## config.mk

```make
export PLATFORM = sky130hd
export DESIGN_NAME = mm_result_wb
export DESIGN_NICKNAME = d
export VERILOG_FILES = /design/src/rtl/mm_result_wb_pkg.sv /design/src/rtl/mm_wb_buf.sv /design/src/rtl/mm_result_wb.sv
export SDC_FILE = /design/constraint.sdc
export NUM_CORES = 1
export LEC_CHECK = 0
export CORE_UTILIZATION = 40
export CTS_BUF_LIST = sky130_fd_sc_hd__clkbuf_4 sky130_fd_sc_hd__clkbuf_8
export CTS_CLUSTER_DIAMETER = 60
export DETAILED_ROUTE_END_ITERATION = 7
export GPL_ROUTABILITY_DRIVEN = 0
export GPL_TIMING_DRIVEN = 0
export PLACE_DENSITY = 0.62
export REMOVE_ABC_BUFFERS = 1
export SLEW_MARGIN = 20
export SYNTH_ARGS = -nofsm -noshare
export SYNTH_HDL_FRONTEND = slang
export SYNTH_SLANG_ARGS = --single-unit
```

## constraint.sdc

```tcl
create_clock -name clk -period 6.5 [get_ports clk]
set_input_delay 1.95 -clock clk [delete_from_list [all_inputs] [get_ports clk]]
set_output_delay 1.95 -clock clk [all_outputs]
set_load 0.02 [all_outputs]
```

## src/rtl/mm_result_wb_pkg.sv

```systemverilog
// Shared definitions for the Montgomery-multiplier result write-back stage:
// destination FIFO codes, default operand size and FSM state encodings.
package mm_result_wb_pkg;

    localparam int NUM_WORDS_DEF = 16;
    localparam int NUM_DST       = 6;

    localparam logic [2:0] DST_SS0   = 3'd0;
    localparam logic [2:0] DST_SS1   = 3'd1;
    localparam logic [2:0] DST_SS2   = 3'd2;
    localparam logic [2:0] DST_CS    = 3'd3;
    localparam logic [2:0] DST_CS_PR = 3'd4;
    localparam logic [2:0] DST_SS_PR = 3'd5;

    typedef enum logic [2:0] {
        ST_IDLE    = 3'd0,
        ST_COLLECT = 3'd1,
        ST_DECIDE  = 3'd2,
        ST_DRAIN   = 3'd3,
        ST_DONE    = 3'd4
    } wb_state_e;

    // Codes 6 and 7 have no FIFO behind them and map to no write enable.
    function automatic logic [5:0] dest_onehot(input logic [2:0] dest);
        logic [5:0] oh;
        case (dest)
            DST_SS0:   oh = 6'b000001;
            DST_SS1:   oh = 6'b000010;
            DST_SS2:   oh = 6'b000100;
            DST_CS:    oh = 6'b001000;
            DST_CS_PR: oh = 6'b010000;
            DST_SS_PR: oh = 6'b100000;
            default:   oh = 6'b000000;
        endcase
        return oh;
    endfunction

endpackage

```

## src/rtl/mm_wb_buf.sv

```systemverilog
// Result buffer: raw word T[k] and tentatively reduced word D[k] share one
// write address; the read port returns D or T according to use_d.
module mm_wb_buf
    import mm_result_wb_pkg::*;
#(
    parameter int NUM_WORDS = NUM_WORDS_DEF,
    parameter int CNT_W     = 5
) (
    input  logic             clk,
    input  logic             we,
    input  logic [CNT_W-1:0] waddr,
    input  logic [31:0]      t_wdata,
    input  logic [31:0]      d_wdata,
    input  logic [CNT_W-1:0] raddr,
    input  logic             use_d,
    output logic [31:0]      rdata
);

    localparam int AW = (NUM_WORDS > 1) ? $clog2(NUM_WORDS) : 1;

    logic [31:0] t_mem_q [NUM_WORDS];
    logic [31:0] d_mem_q [NUM_WORDS];

    // Storage is left unreset: contents only matter after being written.
    always_ff @(posedge clk) begin
        if (we) begin
            t_mem_q[waddr[AW-1:0]] <= t_wdata;
            d_mem_q[waddr[AW-1:0]] <= d_wdata;
        end
    end

    assign rdata = use_d ? d_mem_q[raddr[AW-1:0]] : t_mem_q[raddr[AW-1:0]];

endmodule

```

## src/rtl/mm_result_wb.sv

```systemverilog
// Write-back stage: collects the word-serial Montgomery result, applies the
// final conditional subtraction and drains it into the selected operand FIFO.
module mm_result_wb
    import mm_result_wb_pkg::*;
#(
    parameter int NUM_WORDS = NUM_WORDS_DEF,
    parameter int CNT_W     = 5
) (
    input  logic        clk,
    input  logic        rstn,
    input  logic        mm_clear,
    input  logic [2:0]  dest_sel,
    input  logic        res_valid,
    input  logic [31:0] res_word,
    input  logic [31:0] res_n_word,
    input  logic        res_last,
    input  logic        res_carry,
    output logic        res_ready,
    input  logic [5:0]  fifo_full,
    output logic [5:0]  wr_en,
    output logic [31:0] wr_data,
    output logic        busy,
    output logic        done,
    output logic        len_err
);

    localparam logic [CNT_W-1:0] CNT_ONE  = CNT_W'(1'b1);
    localparam logic [CNT_W-1:0] LAST_IDX = CNT_W'(NUM_WORDS - 1);

    wb_state_e          state_q, state_d;
    logic [2:0]         dest_q, dest_d;
    logic [CNT_W-1:0]   cnt_q, cnt_d;
    logic [CNT_W-1:0]   nw_q, nw_d;
    logic [CNT_W-1:0]   rd_q, rd_d;
    logic               borrow_q, borrow_d;
    logic               carry_q, carry_d;
    logic               use_d_q, use_d_d;
    logic               len_err_q, len_err_d;
    logic               done_q, done_d;
    logic [5:0]         wr_en_q, wr_en_d;
    logic [31:0]        wr_data_q, wr_data_d;

    logic               accept_s;
    logic [CNT_W-1:0]   idx_s;
    logic               borrow_in_s;
    logic [32:0]        diff_s;
    logic               last_idx_s;
    logic               dest_ok_s;
    logic               dest_full_s;
    logic [31:0]        rdata_s;

    assign res_ready   = (state_q == ST_IDLE) || (state_q == ST_COLLECT);
    assign accept_s    = res_valid & res_ready;
    assign idx_s       = (state_q == ST_COLLECT) ? cnt_q : {CNT_W{1'b0}};
    assign borrow_in_s = (state_q == ST_COLLECT) ? borrow_q : 1'b0;
    assign diff_s      = {1'b0, res_word} - {1'b0, res_n_word} - {32'd0, borrow_in_s};
    assign last_idx_s  = (idx_s == LAST_IDX);
    assign dest_ok_s   = (dest_q < 3'(NUM_DST));
    // Unmapped destinations never stall, so their data is discarded at full rate.
    assign dest_full_s = dest_ok_s ? fifo_full[dest_q] : 1'b0;

    mm_wb_buf #(
        .NUM_WORDS (NUM_WORDS),
        .CNT_W     (CNT_W)
    ) u_buf (
        .clk     (clk),
        .we      (accept_s),
        .waddr   (idx_s),
        .t_wdata (res_word),
        .d_wdata (diff_s[31:0]),
        .raddr   (rd_q),
        .use_d   (use_d_q),
        .rdata   (rdata_s)
    );

    // Next-state and datapath update; mm_clear overrides everything last.
    always_comb begin
        state_d   = state_q;
        dest_d    = dest_q;
        cnt_d     = cnt_q;
        nw_d      = nw_q;
        rd_d      = rd_q;
        borrow_d  = borrow_q;
        carry_d   = carry_q;
        use_d_d   = use_d_q;
        len_err_d = len_err_q;
        done_d    = 1'b0;
        wr_en_d   = 6'b000000;
        wr_data_d = wr_data_q;

        case (state_q)
            ST_IDLE, ST_COLLECT: begin
                if (accept_s) begin
                    if (state_q == ST_IDLE) begin
                        dest_d = dest_sel;
                    end else begin
                        dest_d = dest_q;
                    end
                    cnt_d    = idx_s + CNT_ONE;
                    nw_d     = idx_s + CNT_ONE;
                    borrow_d = diff_s[32];
                    if (res_last || last_idx_s) begin
                        state_d = ST_DECIDE;
                        carry_d = res_last & res_carry;
                        // Error when the frame ends early or runs past the buffer.
                        if (res_last != last_idx_s) begin
                            len_err_d = 1'b1;
                        end else begin
                            len_err_d = len_err_q;
                        end
                    end else begin
                        state_d = ST_COLLECT;
                    end
                end else begin
                    state_d = state_q;
                end
            end
            ST_DECIDE: begin
                use_d_d = carry_q | ~borrow_q;
                rd_d    = {CNT_W{1'b0}};
                state_d = ST_DRAIN;
                if (!dest_ok_s) begin
                    len_err_d = 1'b1;
                end else begin
                    len_err_d = len_err_q;
                end
            end
            ST_DRAIN: begin
                if (!dest_full_s) begin
                    wr_en_d   = dest_onehot(dest_q);
                    wr_data_d = rdata_s;
                    rd_d      = rd_q + CNT_ONE;
                    if (rd_q == (nw_q - CNT_ONE)) begin
                        state_d = ST_DONE;
                    end else begin
                        state_d = ST_DRAIN;
                    end
                end else begin
                    state_d = ST_DRAIN;
                end
            end
            ST_DONE: begin
                done_d  = 1'b1;
                state_d = ST_IDLE;
            end
            default: begin
                state_d = ST_IDLE;
            end
        endcase

        if (mm_clear) begin
            state_d   = ST_IDLE;
            cnt_d     = {CNT_W{1'b0}};
            rd_d      = {CNT_W{1'b0}};
            borrow_d  = 1'b0;
            carry_d   = 1'b0;
            len_err_d = 1'b0;
            done_d    = 1'b0;
            wr_en_d   = 6'b000000;
        end else begin
            state_d = state_d;
        end
    end

    // State and output registers.
    always_ff @(posedge clk or negedge rstn) begin
        if (!rstn) begin
            state_q   <= ST_IDLE;
            dest_q    <= 3'd0;
            cnt_q     <= {CNT_W{1'b0}};
            nw_q      <= {CNT_W{1'b0}};
            rd_q      <= {CNT_W{1'b0}};
            borrow_q  <= 1'b0;
            carry_q   <= 1'b0;
            use_d_q   <= 1'b0;
            len_err_q <= 1'b0;
            done_q    <= 1'b0;
            wr_en_q   <= 6'b000000;
            wr_data_q <= 32'd0;
        end else begin
            state_q   <= state_d;
            dest_q    <= dest_d;
            cnt_q     <= cnt_d;
            nw_q      <= nw_d;
            rd_q      <= rd_d;
            borrow_q  <= borrow_d;
            carry_q   <= carry_d;
            use_d_q   <= use_d_d;
            len_err_q <= len_err_d;
            done_q    <= done_d;
            wr_en_q   <= wr_en_d;
            wr_data_q <= wr_data_d;
        end
    end

    assign busy    = (state_q != ST_IDLE);
    assign done    = done_q;
    assign len_err = len_err_q;
    assign wr_en   = wr_en_q;
    assign wr_data = wr_data_q;

endmodule
```

==> results by stage <==
Run status:
- The flow ran to the end, and the final reports show no timing, DRC or antenna violations.

Timing:
- On the final layout, the worst clock skew is 37.6 ps.
- The final hold violation count was 0.
- Based on the critical path, the design can be clocked at up to 166 MHz.
- After layout, the worst setup slack is 459 ps.
- In this run the tightest slew margin relative to its limit is 26.5%.
- At the pin with the least slew margin, the transition time is ~1100 ps.
- The routed design could run at a clock period as short as ~6000 ps.
- Setup violations remaining at the end of the flow were counted as 0.
- The final clock period utilization by the worst path is slightly above 90%.
- The final count of pins violating max slew was 0.
- Setup repair after global routing left no endpoint under its margin.
- The final-layout worst hold slack is 490 ps.
- The total negative setup slack is 0 ps.

Clock tree:
- The clock tree from TritonCTS is built.
- After clock tree synthesis, the clock-pin slew on the worst setup and hold paths is 60 ps.
- Clock latency on the worst-skew pair, taken at its later pin, is 840 ps.
- The clock passes through at most 3 buffers.
- After clock tree synthesis, the flow added hold-fix buffers numbering 0.
- The number of clock sinks is 1,088.
- The clock buffer count from CTS is about 170.
- The root buffer cell is clkbuf_8.
- The H-tree generated during clock tree synthesis spans 4 levels.

Placed design:
- After detailed placement, the total cell area comes to ~50,000 µm².
- The HPWL after detailed placement is 68,000 µm.
- The count of buffers added on input and output ports is 120.
- OpenSTA, run right after detailed placement, puts the worst setup slack at -1070 ps.

Worst setup path:
- The slowest stage of the critical path belongs to the cell a2111oi_2.
- STA classifies the critical path startpoint as an input pin.
- The critical path in this run is classified as in -> reg.
- The largest stage delay on the critical path is 590 ps.
- Walking the worst path, the cells encountered are clkdlybuf4s50_1, inv_1, fa_1, inv_1, ha_1, or2_2, fa_1, nand2b_2, a2111oi_2, o31a_1, or3_4, a211oi_2, o31a_2, nor2_1, xnor2_1.
- The maximum fanout encountered on the critical timing path is 16.
- The total buffers and inverters traversed by the critical path is 3.
- For the worst setup path, the data arrival time is between 6000 and 7000 ps.
- The top cell family by delay on the critical path is compound AO/OA/AOI/OAI gates.
- STA classifies the critical path endpoint as a register.
- The worst path required time is 6960 ps.

Worst hold path:
- The path class of the tightest hold or removal check is reg -> reg.

Logic synthesis:
- Sorting the synthesized cells by area gives the leading types as edfxtp_1, mux4_2, dfrtp_1.
- A synthesized cell averages approximately 21 µm².
- In this run the biggest area consumer among cell types represents 70.0% of the synthesized area.
- The fraction of registers with async set or reset after synthesis is 5.88%.
- Counting instances in the post-synthesis netlist gives the leading cell types as edfxtp_1, mux4_2, inv_1.
- The number of distinct library cell variants in the gate-level netlist after synthesis is 65.
- In the synthesized netlist, the number of instances is about 2,100.
- The largest total area in the synthesized netlist belongs to edfxtp_1.
- The yosys synthesis warning count is 0.
- The most common cell in the netlist is edfxtp_1.
- The most used flip-flop cell after synthesis is edfxtp_1.
- Counting flops with a built-in enable in the synthesized netlist gives 1,024.
- In this run the cell area of the synthesized design comes to roughly 44,000 µm².
- Synthesis inferred 1,088 register bits.
- The sequential element share of the synthesized area is 73.6%.

Global routing:
- The via count of the first global-routing pass is 23,400.
- Global routing used 19.1% of the available tracks.
- Entering global routing, the biggest net connects 51 pins.
- The first global-routing pass estimated between 150,000 and 200,000 µm of wire.
- The number of antenna violations at the first check in global routing is 2.
- Global routing finished with a remaining overflow of 0.

Die:
- The number of core rows is between 100 and 150.
- From bottom edge to top edge, the die measures 333 µm.
- Once the floorplan was initialized, standard cells occupied about 40% of the core.
- The horizontal die dimension is 333 µm.
- The area of the die is around 110,000 µm².
- 121 I/O pins were placed.
- The area of the core region is 109,000 µm².

Drt:
- The mean routed wirelength per cell is roughly 26 µm.
- The total vias in the final route is 22,000.
- The number of antenna-violating nets in the routed design is 0.
- The first TritonRoute pass finished after 6 iterations.
- Dividing the detail-routed via count by the number of cells gives roughly 5.5.
- The wire length after detailed routing is ~100,000 µm.
- In the routed design, unresolved DRC markers number 0.
- The initial DRC count is 2,140.

Power and ir drop:
- The power density relative to cell area is 298 nW/µm².
- Summed over all cells, the static leakage comes to ~17 nW.
- The maximum ir drop on the vdd rail is 163 µV.

Run:
- The max-cap check violation count is 0.

Cells and area:
- The ratio of cells with drive above 1 in the final layout is 30.3%.
- The finished cells cover 52,400 µm².
- The area growth from synthesis to layout is 19.4%.
- The post-route core utilization is 48.2%.
- The net count of the finished layout is 2,591.
path summary, 6_finish.rpt:
check / from / endpoint / slack (ps) / depth (start not counted)
setup reg to reg: state_q[1] / u_buf.d_mem_q[14][28] / 770 / 16
hold reg to reg: wr_data[31] / wr_data[31] / 490 / 2
min in group asynchronous: rstn / wr_data[5] / 990 / 1
setup / recovery: res_n_word[0] / u_buf.d_mem_q[14][28] / 460 / 15
hold / removal: wr_data[31] / wr_data[31] / 490 / 2
max in group asynchronous: rstn / rd_q[0] / 4860 / 2
metrics by stage:
stage,instances,total power (W)
final,4002,0.0156
after global routing,4000,0.0162
after CTS,3998,0.0157
after detailed placement,3680,0.00998
after global placement,3556,0.00994
after floorplan,2022,0.00930
registers in the layout, summed over array words and instances (netlist names):
name and cells:
len_err 1, cnt_q 5, rd_q 5, u_buf.d_mem_q 512
carry_q 1, nw_q 5, done 1, borrow_q 1
wr_en 6, use_d_q 1, u_buf.t_mem_q 512, dest_q 3
state_q 3, wr_data 32
cells by family (layout without fill, tap and decap cells):
logic type	after synthesis	count (layout)	synth area share [%]
other	0	4	0
xor gates and xnor gates	36	36	0.718
AOI/OAI and AO/OA	148	148	2.07
adders and majority gates	72	72	2.09
buffers and inverters	215	678	1.96
and+or+nand+nor	202	202	2.16
DFF	1088	1088	73.6
muxes	360	360	17.4
worst register-to-register path, stage by stage, from the launching register on:
cell       delay (ps)
dfrtp_1           500
nor2_1            320
and2_1            370
nand2_1           170
fa_1              540
inv_1              50
ha_1              180
or2_2             310
fa_1              480
nand2b_2          240
a2111oi_2         590
o31a_1            340
or3_4             190
a211oi_2          130
o31a_2            370
nor2_1            110
xnor2_1           470
cell type report:
class                      instances  area [µm²]
tap                             1414        1770
multi-input combinational        818       11000
antenna                            4        10.0
timing repair buffer             244        3460
inverter                         116         435
sequential                      1088       32400
clock inverter                    74         465
clock buffer                     244        2980
fill                            8812       56400
power breakdown:
part	switching, W	internal, W
combinational	0.000949	0.000634
sequential	0.000110	0.00815
clock	0.00270	0.00306
total	0.00376	0.0118
timing repair:
item	in CTS	in global routing
endpoints found under the setup margin	48	96
cloned	0	0
pin swaps	0	0
setup buffers	0	0
gates resized for setup	3	3
metal layers:
metal	share of wire [%]	up-vias	GRT usage, %
met1	44	11600	27.1
met3	6.7	152	3.82
met4	1.7	2	5.01
met2	48	825	30.1
li1	-	9349	-
met5	0.0086	-	0
cell usage in the layout (no fill, tap or decap), types with 8 or more instances in the layout:
master | Yosys | layout
nor2_1 | 59 | 46
nor3_1 | 13 | 9
dfrtp_1 | 64 | 59
xnor2_1 | 19 | 8
inv_1 | 116 | 116
clkbuf_8 | 0 | 183
clkdlybuf4s50_1 | 0 | 118
clkbuf_4 | 0 | 61
xor2_1 | 17 | 15
clkinv_2 | 0 | 22
edfxtp_1 | 1024 | 1024
mux2i_1 | 36 | 36
a21o_1 | 8 | 8
mux4_2 | 321 | 321
xnor2_2 | 0 | 11
nand2_1 | 72 | 72
ha_1 | 70 | 70
o21ai_0 | 26 | 26
buf_16 | 0 | 48
nand4_1 | 8 | 8
nand3_1 | 8 | 8
a21oi_1 | 33 | 33
buf_4 | 1 | 44
o21ai_1 | 35 | 35
clkinv_1 | 0 | 36
nor2_4 | 0 | 12
buf_12 | 0 | 28
Power figures use the tool's default switching activity.
